$ cat src/rtl/calc_entry_sequencer.sv
// calc_entry_sequencer: sequences operand A/B entry, compute handshake, display.
// Optional macro AUTO_CYCLE_EN rotates the display page while showing result.
module calc_entry_sequencer #(
  parameter int TIMEOUT_CYC = 1024
`ifdef AUTO_CYCLE_EN
  , parameter int DWELL_CYC = 50000000
`endif
) (
  input  logic       clk,
  input  logic       reset,
  input  logic       key_enter,
  input  logic       key_clear,
  input  logic       calc_done,
  output logic [1:0] disp_sel,
  output logic       load_a,
  output logic       load_b,
  output logic       calc_start,
  output logic       busy,
  output logic       err
);

  localparam int CW = (TIMEOUT_CYC > 1) ? $clog2(TIMEOUT_CYC) : 1;
  localparam logic [CW-1:0] CNT_LAST = CW'(TIMEOUT_CYC - 1);

  localparam logic [1:0] SEL_A   = 2'b00;
  localparam logic [1:0] SEL_B   = 2'b10;
  localparam logic [1:0] SEL_ANS = 2'b11;

  typedef enum logic [2:0] {
    S_ENTER_A,
    S_ENTER_B,
    S_COMPUTE,
    S_SHOW,
    S_ERROR
  } state_t;

  state_t        r_state;
  state_t        w_state_nxt;
  logic          r_enter_q;
  logic          r_clear_q;
  logic [CW-1:0] r_cnt;
  logic [CW-1:0] w_cnt_nxt;
  logic [1:0]    r_disp_sel;
  logic [1:0]    w_disp_sel_nxt;
  logic          r_load_a;
  logic          r_load_b;
  logic          r_calc_start;
  logic          r_busy;
  logic          r_err;
  logic          w_load_a_nxt;
  logic          w_load_b_nxt;
  logic          w_calc_start_nxt;
  logic          w_enter_rise;
  logic          w_clear_rise;
  logic [1:0]    w_show_sel;

  assign w_enter_rise = key_enter & ~r_enter_q;
  assign w_clear_rise = key_clear & ~r_clear_q;

`ifdef AUTO_CYCLE_EN
  localparam int DW = (DWELL_CYC > 1) ? $clog2(DWELL_CYC) : 1;
  localparam logic [DW-1:0] DWELL_LAST = DW'(DWELL_CYC - 1);

  logic [DW-1:0] r_dwell;
  logic [DW-1:0] w_dwell_nxt;
  logic [1:0]    r_page;
  logic [1:0]    w_page_nxt;
  logic [1:0]    w_page_rot;

  always_comb begin
    w_page_rot = SEL_ANS;
    unique case (r_page)
      SEL_ANS: w_page_rot = SEL_A;
      SEL_A:   w_page_rot = SEL_B;
      default: w_page_rot = SEL_ANS;
    endcase
  end

  // Rotation restarts at the answer page whenever SHOW is (re)entered.
  always_comb begin
    w_dwell_nxt = '0;
    w_page_nxt  = SEL_ANS;
    if (r_state == S_SHOW && w_state_nxt == S_SHOW) begin
      if (r_dwell == DWELL_LAST) begin
        w_page_nxt = w_page_rot;
      end else begin
        w_dwell_nxt = r_dwell + DW'(1);
        w_page_nxt  = r_page;
      end
    end
  end

  always_ff @(posedge clk) begin
    if (reset) begin
      r_dwell <= '0;
      r_page  <= SEL_ANS;
    end else begin
      r_dwell <= w_dwell_nxt;
      r_page  <= w_page_nxt;
    end
  end

  assign w_show_sel = w_page_nxt;
`else
  assign w_show_sel = SEL_ANS;
`endif

  always_ff @(posedge clk) begin
    if (reset) begin
      r_state      <= S_ENTER_A;
      r_enter_q    <= 1'b1;
      r_clear_q    <= 1'b1;
      r_cnt        <= '0;
      r_disp_sel   <= SEL_A;
      r_load_a     <= 1'b0;
      r_load_b     <= 1'b0;
      r_calc_start <= 1'b0;
      r_busy       <= 1'b0;
      r_err        <= 1'b0;
    end else begin
      r_state      <= w_state_nxt;
      r_enter_q    <= key_enter;
      r_clear_q    <= key_clear;
      r_cnt        <= w_cnt_nxt;
      r_disp_sel   <= w_disp_sel_nxt;
      r_load_a     <= w_load_a_nxt;
      r_load_b     <= w_load_b_nxt;
      r_calc_start <= w_calc_start_nxt;
      r_busy       <= (w_state_nxt == S_COMPUTE);
      r_err        <= (w_state_nxt == S_ERROR);
    end
  end

  // Counter stays zero outside COMPUTE; clear has priority over all keys.
  always_comb begin
    w_state_nxt      = r_state;
    w_cnt_nxt        = '0;
    w_load_a_nxt     = 1'b0;
    w_load_b_nxt     = 1'b0;
    w_calc_start_nxt = 1'b0;
    if (w_clear_rise) begin
      w_state_nxt = S_ENTER_A;
    end else begin
      unique case (r_state)
        S_ENTER_A: begin
          if (w_enter_rise) begin
            w_state_nxt  = S_ENTER_B;
            w_load_a_nxt = 1'b1;
          end
        end
        S_ENTER_B: begin
          if (w_enter_rise) begin
            w_state_nxt      = S_COMPUTE;
            w_load_b_nxt     = 1'b1;
            w_calc_start_nxt = 1'b1;
          end
        end
        S_COMPUTE: begin
          if (calc_done) begin
            w_state_nxt = S_SHOW;
          end else if (r_cnt == CNT_LAST) begin
            w_state_nxt = S_ERROR;
          end else begin
            w_cnt_nxt = r_cnt + CW'(1);
          end
        end
        S_SHOW: begin
          if (w_enter_rise) begin
            w_state_nxt = S_ENTER_A;
          end
        end
        S_ERROR: begin
          w_state_nxt = S_ERROR;
        end
        default: begin
          w_state_nxt = S_ENTER_A;
        end
      endcase
    end
  end

  always_comb begin
    w_disp_sel_nxt = SEL_A;
    unique case (w_state_nxt)
      S_ENTER_B: w_disp_sel_nxt = SEL_B;
      S_COMPUTE: w_disp_sel_nxt = SEL_B;
      S_SHOW:    w_disp_sel_nxt = w_show_sel;
      S_ERROR:   w_disp_sel_nxt = SEL_ANS;
      default:   w_disp_sel_nxt = SEL_A;
    endcase
  end

  assign disp_sel   = r_disp_sel;
  assign load_a     = r_load_a;
  assign load_b     = r_load_b;
  assign calc_start = r_calc_start;
  assign busy       = r_busy;
  assign err        = r_err;

endmodule
$ cat config.mk
export PLATFORM = sky130hd
export DESIGN_NAME = calc_entry_sequencer
export DESIGN_NICKNAME = d
export VERILOG_FILES = /design/src/rtl/calc_entry_sequencer.sv
export SDC_FILE = /design/constraint.sdc
export NUM_CORES = 1
export LEC_CHECK = 0
export CAP_MARGIN = 10
export CORE_MARGIN = 2
export CORE_UTILIZATION = 46
export DETAILED_ROUTE_END_ITERATION = 12
export GPL_ROUTABILITY_DRIVEN = 1
export PLACE_DENSITY = 0.72
export SLEW_MARGIN = 20
export SYNTH_ARGS = -nofsm -noshare
export SYNTH_HDL_FRONTEND = slang
export SYNTH_SLANG_ARGS = --single-unit
$ cat constraint.sdc
create_clock -name clk -period 1.7 [get_ports clk]
set_input_delay 0.51 -clock clk [delete_from_list [all_inputs] [get_ports clk]]
set_output_delay 0.51 -clock clk [all_outputs]
set_load 0.01 [all_outputs]
==> metrics, run 1 <==
CP required 1.89 ns; Routed Antenna Nets 0; Worst setup startpoint calc_done; htree depth 1; GRT overflow 0; Clock Sinks 21; Seq cells post-synth 21; Leak between 0.5 and 0.6 nW; setup TNS 0 ns; routability cong. 0.797; setup ws final around 0.083 ns; FF/Latch Area 422 um2; initial core utilization 49.6%; Levels on crit path 4; VDD IR max slightly below 0.5 mV; sequential element share of the synthesized area between 40% and 50%; Final Skew around 0.0012 ns; Worst path top cell family by delay buffers and inverters; area occupied by multi-input gates about 450 um2; die area about 0.0023 mm2; Mean Syn Cell Area between 10 and 15 um2; mapped cell area 875 um2; Synth cell types 38; worst setup path end disp_sel[1]$_SDFF_PP0_; clock buffer depth 2; # setup viols final 0; fill count 165; vias per std cell slightly above 5; Clk Latency, worst-skew pair roughly 0.29 ns; max cap viols 0; R2R Setup Slk 0.15 ns; CP startpoint kind input port; Setup crit end kind register; I/O Pins 12; Iter 0 DRT Violations 16; syn_nets 91; vias in the first global route 654; I/O Buffers 11; EDFF count, synth 0; layout cells sized above 1 33.0%; Post-Place Worst Slack -0.505 ns; Post-synth top flop dfxtp_1; Clock Pin Slew Worst Setup and Hold Paths 0.11 ns; Root Driver clkbuf_4; Post-Syn Instances 85; status completed; routed vias between 600 and 700; first-pass GRT wire length 2750 um; Core ar. 0.00176 mm2; diode count 0; initial antenna violation count 0; Post-DP HPWL 1170 um; final-report hold violation count 0; R2R depth 5; Arrival @ worst endpoint approximately 1.8 ns; WP buf/inv 1; synth warn 0; Async S/R FF share, synth 0%; P&R area growth vs syn 30.6%; critical path's largest stage delay 0.51 ns; actual slew at the worst max-slew pin 0.487 ns; cell chain of the critical path clkdlybuf4s50_1 > o211ai_1 > a31oi_1 > or3_1; fmax approximately 620 MHz; relative slew slack 67.1%; Pre-Repair DR Iteration Count 4; Site Rows 15; CTS tree built; height of the die 47.6 um; RSZ-0062 raised after global routing no; PwrDens 692 mW/mm2; Avg WL per Cell 12.9 um; Worst R2R Start r_cnt[0]$_SDFF_PP0_; GRT Total Usage 17.6%; reg-to-reg endpoint disp_sel[1]$_SDFF_PP0_; Final Max Tran Viols 0; critical path fanouts, max 5; worst hold path type input port to register; WS Path Type input port to register; CTS Buf Count 3; die width roughly 48 um; slowest cell on the critical path clkdlybuf4s50_1; largest net degree at the start of global routing 12; Residual DRC 0; minimum clock period 1.62 ns; Period Utilization, post-route 95.1%; Total Nets Final 116; final wirelength ~1700 um
-- where the power goes --
group          switching (mW)  internal, mW  total (mW)
clock network           0.137        0.0913       0.229
registers             0.00621         0.499       0.505
logic                  0.0219        0.0342      0.0561
-- cell type report --
| cell class | count | area share (%) |
|---|---|---|
| well taps | 25 | 2.74 |
| clock buffers | 4 | 2.30 |
| repair buffers | 21 | 17.7 |
| flip-flops and latches | 21 | 36.9 |
| multi-input cells | 60 | 39.3 |
| inverters | 3 | 0.986 |
-- worst min path at each step --
stage	start	endpoint	cells past startpoint
after floorplan	r_cnt[0]$_SDFF_PP0_	r_cnt[0]$_SDFF_PP0_	1
after global placement	r_cnt[0]$_SDFF_PP0_	r_cnt[0]$_SDFF_PP0_	2
after detailed placement	r_cnt[0]$_SDFF_PP0_	r_cnt[0]$_SDFF_PP0_	2
after CTS	r_cnt[0]$_SDFF_PP0_	r_cnt[0]$_SDFF_PP0_	2
after global routing	key_enter	r_enter_q$_SDFF_PP1_	2
final	key_enter	r_enter_q$_SDFF_PP1_	2
-- layout by cell type (no fill, tap or decap), drive strengths merged, types with 3 or more instances in the layout --
| cell type | instances |
|---|---|
| nand3 | 3 |
| nor2 | 16 |
| buf | 10 |
| clkbuf | 4 |
| inv | 3 |
| nand2 | 3 |
| dlymetal6s2s | 8 |
| dfxtp | 21 |
| xnor2 | 6 |
-- kinds of logic (layout without fill, tap and decap cells) --
kind of cell             Yosys count  after routing  synth area share (%)
AND/OR/NAND/NOR                   42             43                  31.6
flip-flops                        21             21                  48.1
AO/OA/AOI/OAI                      8              8                  7.44
XOR/XNOR                           8              8                  8.01
buffers and inverters              5             28                  3.43
adder cells (fa/ha/maj)            1              1                  1.43
-- repair_timing --
item / 4_1_cts / 5_1_grt
setup endpoints to repair: 10 / 9
cloned: 1 / 0
hold buffers: 0 / 0
gates resized for setup: 3 / 12
buffers inserted: 0 / 0
pin swaps: 11 / 1
-- sequential cells by signal, summed over array words and instances, names as in the netlist --
register	cells
calc_start	1
busy	1
err	1
r_state	3
load_a	1
r_enter_q	1
disp_sel	2
r_clear_q	1
r_cnt	10
-- cells in the mapped netlist (2+ instances only) --
master	number	area, um2
nor2_1	7	26.3
nand4_1	2	12.5
dfxtp_1	21	420
inv_1	3	11.3
nand2b_1	2	12.5
xnor2_1	6	52.6
nor2_2	8	50.1
or2_2	2	12.5
xor2_1	2	17.5
nand2_1	2	7.51
nand3_1	2	10.0
a32o_1	2	20.0
-- through the flow --
step           cells  power (mW)  hold slack (ns)  instance area (um2)  utilization, %
3_5_place_dp     129       0.572            0.529                 1070            60.8
4_1_cts          134       0.799            0.539                 1110            62.8
3_3_place_gp     129       0.571            0.514                 1070            60.8
2_1_floorplan     85       0.537            0.439                  875               -
6_report         134       0.790            0.503                 1140            64.8
5_1_grt          134       0.830            0.507                 1140            64.8
-- per-layer routing --
metal | track usage, % | up-vias | wire, um
met4 | 3.78 | 0 | 0
met5 | 0 | - | 0
met3 | 7.17 | 0 | 92
met2 | 29.2 | 18 | 870
li1 | - | 344 | -
met1 | 21.8 | 314 | 768
(Power assumes the default switching activity.)
==> inputs of run 2 (changes only) <==
--- a/config.mk
+++ b/config.mk
@@ -5,9 +5,10 @@
 export SDC_FILE = /design/constraint.sdc
 export NUM_CORES = 1
 export LEC_CHECK = 0
+export ABC_AREA = 1
 export CAP_MARGIN = 10
 export CORE_MARGIN = 2
-export CORE_UTILIZATION = 46
+export CORE_UTILIZATION = 47
 export DETAILED_ROUTE_END_ITERATION = 12
 export GPL_ROUTABILITY_DRIVEN = 1
 export PLACE_DENSITY = 0.72
==> run 2 against run 1 <==
Clock-buffer cell count fell by 1. Sequential share of layout area down 0.39 points. Via count grew 7.2%. Non-clock buffer count is 3 lower. Combinational power grew 9.6%. Die area rose by 3.2%. Total power up 2.2%. Routed wire length fell by 9.9%. Critical path type unchanged.
==> metrics, run 2 <==
diode count 0 (unchanged); critical path fanouts, max 9 (+4); Avg WL per Cell 9.94 um (-23%); Pre-Repair DR Iteration Count 4 (unchanged); PwrDens 701 mW/mm2 (+1.4%); cell area after layout 0.00115 mm2 (+0.77%); Setup crit end kind register; P&R area growth vs syn 24.5%; Synth cell types 26 (-32%); Period Utilization, post-route 91.8% (-3.3 points); CP startpoint kind input port; final-report hold violation count 0 (unchanged); I/O Buffers 11 (unchanged); Async S/R FF share, synth 0% (unchanged); final wirelength 1560 um (-9.9%); Worst R2R Start r_cnt[0]$_SDFF_PP0_; CP required 1.91 ns (+0.02 ns); Leak 0.579 nW (+11%); mapped cell area 925 um2 (+5.7%); Root Driver clkbuf_4; Iter 0 DRT Violations 6 (-10); commonest non-fill, non-tap cell in the layout dfxtp_1; WHS 0.461 ns (-0.0425 ns); fill count 187 (+13%); Routed Antenna Nets 0 (unchanged); # setup viols final 0 (unchanged); die width 48.4 um (+1.6%); synth warn 0 (unchanged); CTS tree built; hold path startpoint r_cnt[0]$_SDFF_PP0_; Core ar. 0.00190 mm2 (+7.8%); Post-CTS Setup Inserts 0 (unchanged); Residual DRC 0 (unchanged); syn_nets 115 (+26%); met3 WL post-DR 48 um (-48%); minimum clock period 1.56 ns (-0.0562 ns); Clock Sinks 21 (unchanged); GRT Total Usage 14.8% (-2.8 points); htree depth 1 (unchanged); routed wl met2 764 um (-12%); sequential element share of the synthesized area 45.5% (-2.6 points); Final Core Density 60.5% (-4.2 points); first-pass GRT wire length 2740 um (-0.51%); worst hold path type register to register; Commonest cells post-synth dfxtp_1, nand2_1, inv_1, nor2_1; I/O Pins 12 (unchanged); most flop-heavy register r_cnt; Site Rows 16 (+1); Total Nets Final 137 (+18%); RSZ-0062 raised after global routing no; Clock Pin Slew Worst Setup and Hold Paths 0.12 ns (about the same); Total Power 0.807 mW (+2.2%); Synth area leader dfxtp_1; routed vias 725 (+7.2%); Worst setup startpoint key_clear; Final Skew 0.00735 ns (+0.00618 ns); Hold-fix buffers, CTS 0 (unchanged); max reg flops 10 (unchanged); clock buffer depth 2 (unchanged); max cap viols 0 (unchanged); layout cells sized above 1 25.4% (-7.6 points); die area 0.00234 mm2 (+3.2%); actual slew at the worst max-slew pin 0.235 ns (-0.252 ns); top-count cell post-synth dfxtp_1; vias per std cell 4.62 (-8.5%); initial core utilization 48.6% (-0.96 points); uppermost layer routed met4; Seq cells post-synth 21 (unchanged); CTS Buf Count 3 (unchanged); VDD IR max 0.606 mV (+24%); status completed; share of the synthesized area in the top cell type 45.5% (-2.6 points); Mean Syn Cell Area 8.48 um2 (-18%); Final Max Tran Viols 0 (unchanged); WS Path Type input port to register; height of the die 48.4 um (+1.6%); largest net degree at the start of global routing 13 (+1); synth top area cells dfxtp_1, nand2_1, inv_1; Post-Syn Instances 109 (+28%); initial antenna violation count 0 (unchanged); area post-placement 0.00111 mm2 (+3.9%); routability cong. 0.803 (+0.72%); Post-DP HPWL 1240 um (+5.8%); Met1 Wirelength 714 um (-7.0%); vias in the first global route 701 (+7.2%); fmax 641 MHz (+3.6%); Arrival @ worst endpoint 1.77 ns (-0.04 ns); relative slew slack 84.2% (+17 points); GRT overflow 0 (unchanged); Clk Latency, worst-skew pair 0.31 ns (+0.02 ns); most frequent cells in the layout dfxtp_1, nand2_1, inv_1; Post-synth top flop dfxtp_1; EDFF count, synth 0 (unchanged)
[run 2: cell types whose count changed after synthesis, sizes merged, moves of 3 or more]
cell / delta
nand2: +22
o21ai: +3
inv: +12
a21oi: +4
xnor2: -4
[run 2: stage by stage]
stage	setup TNS [ns]	setup WS, ns	cells
after global placement	-1.00	-0.151	153
after detailed placement	-1.53	-0.194	153
final	0	0.139	157
after global routing	0	0.102	157
after floorplan	0	0.329	109
after CTS	0	0.0174	157
[run 2: where the power goes]
part	switching (mW)	total, mW	internal [mW]	leakage, nW
Combinational	0.0299	0.0615	0.0316	0.391
Clock	0.155	0.243	0.0878	0.0177
Sequential	0.00369	0.503	0.499	0.170
[run 2: logic make-up after synthesis]
logic type | count (synthesis) | synth area share, %
AND/OR/NAND/NOR | 60 | 38.6
buffers and inverters | 16 | 6.90
XOR/XNOR | 2 | 1.89
AO/OA/AOI/OAI | 9 | 5.82
flip-flops | 21 | 45.5
adder cells (fa/ha/maj) | 1 | 1.35
[run 2: worst paths after layout]
check / end / slack [ns] / depth (start not counted)
worst max-delay path: r_cnt[7]$_SDFF_PP0_ / 0.14 / 8
worst min-delay path: r_cnt[0]$_SDFF_PP0_ / 0.46 / 1
worst max register to register: disp_sel[1]$_SDFF_PP0_ / 0.30 / 10
worst min register to register: r_cnt[0]$_SDFF_PP0_ / 0.46 / 1
[run 2: area by class of cell]
cell class	count	area [um2]	share of cell area, %
well taps	27	33.8	2.93
multi-input cells	72	440	38.3
inverters	15	56.3	4.89
clock buffers	3	22.5	1.96
repair buffers	18	173	15.0
clock inverters	1	5.00	0.435
flip-flops and latches	21	420	36.5
[run 2: what timing repair did]
action	4_1_cts	5_1_grt
pin swaps	0	0
resized for setup	2	5
hold endpoints to repair	0	0
endpoints found under the setup margin	2	5
[run 2: worst max-delay path, cell delays in order]
cell and delay [ns]:
clkdlybuf4s50_1 0.45, inv_1 0.04, or2_2 0.30, nand2_1 0.15, nor2_4 0.07, nand2_4 0.12
a21oi_2 0.04, o21a_1 0.10
[run 2: metal layers]
metal / GRT usage, % / vias to the layer above
met1: 16.9 / 324
met2: 26.2 / 12
met5: 0 / -
li1: - / 384
met3: 3.70 / 5
met4: 6.67 / 0
